**config.mk**
```make
export PLATFORM = sky130hd
export DESIGN_NAME = fetch_sequencer
export DESIGN_NICKNAME = d
export VERILOG_FILES = /design/src/rtl/fetch_sequencer.sv
export SDC_FILE = /design/constraint.sdc
export NUM_CORES = 1
export LEC_CHECK = 0
export BUFFER_PORTS_ARGS = -buffer_cell sky130_fd_sc_hd__buf_4
export CAP_MARGIN = 10
export CORE_MARGIN = 2
export CORE_UTILIZATION = 53
export DETAILED_ROUTE_END_ITERATION = 12
export PLACE_DENSITY_LB_ADDON = 0.15
export REMOVE_ABC_BUFFERS = 1
export SLEW_MARGIN = 15
export SYNTH_ARGS = -nofsm -noshare
export SYNTH_HDL_FRONTEND = slang
export SYNTH_SLANG_ARGS = --single-unit
export TNS_END_PERCENT = 1
```
**constraint.sdc**
```tcl
create_clock -name clk -period 4.3 [get_ports clk]
set_clock_uncertainty 0.05 [all_clocks]
set_input_delay 0.86 -clock clk [delete_from_list [all_inputs] [get_ports clk]]
set_output_delay 0.86 -clock clk [all_outputs]
set_load 0.005 [all_outputs]
```
**src/rtl/fetch_sequencer.sv**
```systemverilog
// fetch_sequencer
//   Fetch stage of the nic8 CPU. Owns the program counter, the instruction
//   register and the fetch/execute phase machine. Consumes the decoder's
//   strobes during EXEC to choose the next PC/IR/phase, and freezes when an
//   instruction jumps to its own address (halt idiom).
//
// Ports
//   clk        system clock, rising-edge
//   reset      synchronous, active-high
//   run        1 = advance, 0 = hold in FETCH
//   romData    ROM output at address pc
//   bus        data bus during EXEC (jump target / IR-load source)
//   loadBarIR  active-low: instruction destination is IR
//   assertRom  active-high: instruction consumes an immediate from ROM
//   doJumpBar  active-low: instruction takes a jump
//   pc         ROM address
//   ir         current instruction to the decoder
//   execPhase  0 = FETCH, 1 = EXEC
//   instrAddr  address the current ir was fetched from
//   halted     jump-to-self detected, sequencer frozen
//
// state | meaning
// ------+------------------------------------------------------------
// FETCH | latch romData into ir, advance pc (or hold while run = 0)
// EXEC  | apply decoder strobes: jump / immediate / IR reload
// HALT  | jump-to-self seen; everything frozen until reset

module fetch_sequencer #(
    parameter logic [7:0] RESET_PC = 8'h00
) (
    input  logic       clk,
    input  logic       reset,
    input  logic       run,
    input  logic [7:0] romData,
    input  logic [7:0] bus,
    input  logic       loadBarIR,
    input  logic       assertRom,
    input  logic       doJumpBar,
    output logic [7:0] pc,
    output logic [7:0] ir,
    output logic       execPhase,
    output logic [7:0] instrAddr,
    output logic       halted
);

    typedef enum logic [1:0] {
        FETCH = 2'd0,
        EXEC  = 2'd1,
        HALT  = 2'd2
    } seqState_e;

    seqState_e  state;
    seqState_e  stateNext;
    logic [7:0] pcNext;
    logic [7:0] irNext;
    logic [7:0] instrAddrNext;
    logic       jumpTaken;
    logic       selfJump;

    assign jumpTaken = ~doJumpBar;
    // Halt compares against the instruction's own address, not pc, so an
    // immediate-operand jump back to itself is caught as well.
    assign selfJump  = jumpTaken && (bus == instrAddr);

    always_ff @(posedge clk) begin
        if (reset) begin
            state     <= FETCH;
            pc        <= RESET_PC;
            ir        <= 8'h00;
            instrAddr <= 8'h00;
        end else begin
            state     <= stateNext;
            pc        <= pcNext;
            ir        <= irNext;
            instrAddr <= instrAddrNext;
        end
    end

    always_comb begin
        stateNext     = state;
        pcNext        = pc;
        irNext        = ir;
        instrAddrNext = instrAddr;
        case (state)
            FETCH: begin
                if (run) begin
                    irNext        = romData;
                    instrAddrNext = pc;
                    pcNext        = pc + 8'd1;
                    stateNext     = EXEC;
                end
            end
            EXEC: begin
                if (selfJump) begin
                    stateNext = HALT;
                end else begin
                    // A jump wins over an immediate increment.
                    if (jumpTaken) begin
                        pcNext = bus;
                    end else if (assertRom) begin
                        pcNext = pc + 8'd1;
                    end
                    // IR reload: the loaded byte executes next cycle with
                    // no ROM fetch; it is attributed to the pre-update pc.
                    if (!loadBarIR) begin
                        irNext        = bus;
                        instrAddrNext = pc;
                    end else begin
                        stateNext = FETCH;
                    end
                end
            end
            HALT: begin
                stateNext = HALT;
            end
            default: begin
                stateNext = FETCH;
            end
        endcase
    end

    assign execPhase = (state == EXEC);
    assign halted    = (state == HALT);

endmodule

```
==> reports/metrics.cfg <==
[outcome]
outcome = completed

[clocking]
post_cts_buffers = 0
h-tree-depth = 1
cts_buffers = 3
clkLatencyLatePin_ns = 0.32
cts_tree = yes
ctsResizeCount = 0
cts_root_buffer = clkbuf_4
hold_buffers = 0
cts_num_sinks = 26
clockBufferDepth = 2
cts.reportedPaths.clkPinSlew_ns = 0.14

[detailed_routing]
vias = 1458
wire_per_inst_um = 14.4
drt_iter0_markers = 65
drt_first_pass_iters = 4
vias_per_cell = 5.83
drc = 0
drt-total-wl_um = 3600
ant_nets = 0

[die]
rows = 18
coreArea_um2 = 2520
die-width_um = 56.2
start_util = 0.571
io_pins = 48
die_area_um2 = 3150
die_h_um = 56.2

[final_layout]
syn_to_final_growth_pct = 26.3
layout-drive-gt1-share = 0.268
nFillCells = 217
multi_input_area_um2 = 858
seqCellArea_um2 = 520
antenna_cells = 0
final_nets = 244

[flow_run]
maxCapViolCount = 0

[logic_synthesis]
netlist_area_um2 = 1440
async_flop_share = 0
synth-seq-cells = 26
syn_area_per_cell_um2 = 8.10
ys.flop_type = dfxtp_1
ys_warn_count = 0
synth.distinct_cells = 38
ys_seq_area_frac = 0.361
synth_cells = 178
synth_edf_count = 0

[grt]
grt_max_degree = 24
top_usage_layer = met2
grt_pass1_wl_um = 6180
grt_pass1_vias = 1339
grt-ovfl-total = 0
use_met1 = 0.312
grt.total_usage = 0.242
use_met3 = 0.0395
antenna_found_initial = 0
use_met2 = 0.400

[worst_setup_path]
crit_required_ns = 4.45
crit_arrival_ns = 2.59
crit_chain = nand2b_1 > or2_4 > or3_4 > and2_1 > mux2i_1
critPathKind = flip-flop to flip-flop
r2r_start = state[0]$_SDFFE_PP0P_
cp-startpoint = state[0]$_SDFFE_PP0P_
crit_family = simple AND/OR/NAND/NOR gates
critPathMaxFanout = 23
cp-start-kind = flip-flop
critPathMaxStageDelay_ns = 0.75
endpoint_kind = flip-flop
cp_num_buf_inv = 0
cp_slowest_cell = dfxtp_1

[sta]
setup_viol = 0
maxSlewViolCount = 0
rsz0062_at_grt = false
relSlewSlack = 0.342
timing.final.crit_share = 0.567
finalHoldViolations = 0
finalWorstSetupSlack_ns = 1.86
finalCriticalPeriod_ns = 2.44
fin_setup_tns_ns = 0
fmax_mhz = 410
worst_pin_slew_ns = 0.983

[min_path]
hp-start = ir[7]$_SDFFE_PP0P_
hp-class = flip-flop to flip-flop

[pwr]
power_leakage_nw = 0.732
ir_worst_vdd_mv = 0.198
p_per_area_nw_per_um2 = 281

[place]
post-place-ws_ns = 1.65
io_buffers = 47
hpwlAfterDp_um = 2700
place_congestion = 0.818

[sequential cells by signal, summed over array words and instances (netlist names)]
signal and flops:
pc 8, instrAddr 8, state 2, ir 8
[synth_stat cells, types with 3 or more instances]
master	instances	area share
nand2_1	37	0.096
dfxtp_1	26	0.36
nor2_1	16	0.042
a21oi_1	9	0.031
mux2i_1	9	0.063
a32o_1	8	0.056
o22ai_1	8	0.035
xnor2_1	8	0.049
clkbuf_1	5	0.013
nor3_1	5	0.017
and2_1	4	0.017
o21ai_0	4	0.014
or3_1	4	0.017
a31oi_1	3	0.013
nand4_1	3	0.013
[cells in the final DEF (no fill, tap or decap), drive strengths merged, types with 2 or more instances in the layout]
cell	instances
dfxtp	26
mux2i	9
nor3b	2
nand3	2
o22ai	8
nand4	3
nor2	16
o21bai	2
or3	5
o32ai	2
a21oi	10
clkbuf	4
xnor2	8
and2	4
nand2	37
buf	48
o21ai	4
nor2b	2
nor3	5
a32o	8
a31oi	3
[worst reg2reg max path, delay by kind of cell, from the launching register on]
family,cells,cell delay [ns]
AND/OR/NAND/NOR,4,1.34
flip-flops,1,0.75
multiplexers,1,0.19
[report_power, final]
group	internal, mW	switching, mW	total [mW]
clock	0.0518	0.0713	0.123
sequential	0.255	0.0177	0.273
combinational	0.0618	0.0532	0.115
[per-layer routing]
metal | wire, µm | vias up
li1 | - | 725
met2 | 1730 | 69
met5 | 0 | -
met1 | 1530 | 656
met3 | 287 | 8
met4 | 60 | 0
[per-stage QoR]
stage	power (mW)	cells	hold WS (ns)	instance area [µm²]	util
global placement	0.389	246	0.399	1780	0.707
CTS	0.516	250	0.441	1820	0.722
floorplan	0.334	168	0.416	1390	-
global route	0.538	250	0.457	1820	0.722
detailed placement	0.392	246	0.408	1780	0.707
finish	0.511	250	0.436	1820	0.722
[final cells by class]
type / instances / area share
Clock buffer: 4 / 0.0199
Inverter: 2 / 0.00412
Multi-Input combinational cell: 140 / 0.471
Sequential cell: 26 / 0.286
Tap cell: 30 / 0.0206
Timing Repair Buffer: 48 / 0.198
[cells by family (layout without fill, tap and decap cells)]
family,count (synthesis),in the layout,synth area share
flops,26,26,0.361
xor+xnor,8,8,0.0486
buf+inv,12,54,0.0434
compound gates,42,42,0.214
fa+ha+maj,1,1,0.00868
simple gates,80,80,0.261
mux,9,9,0.0625
[final timing paths]
kind | endpoint | slack, ns | cells after the start
worst max-delay path | instrAddr[1]$_SDFFE_PP0P_ | 1.86 | 5
worst min-delay path | ir[7]$_SDFFE_PP0P_ | 0.44 | 1
worst max register to register | instrAddr[1]$_SDFFE_PP0P_ | 1.86 | 5
worst min register to register | ir[7]$_SDFFE_PP0P_ | 0.44 | 1
(Power assumes the default switching activity.)
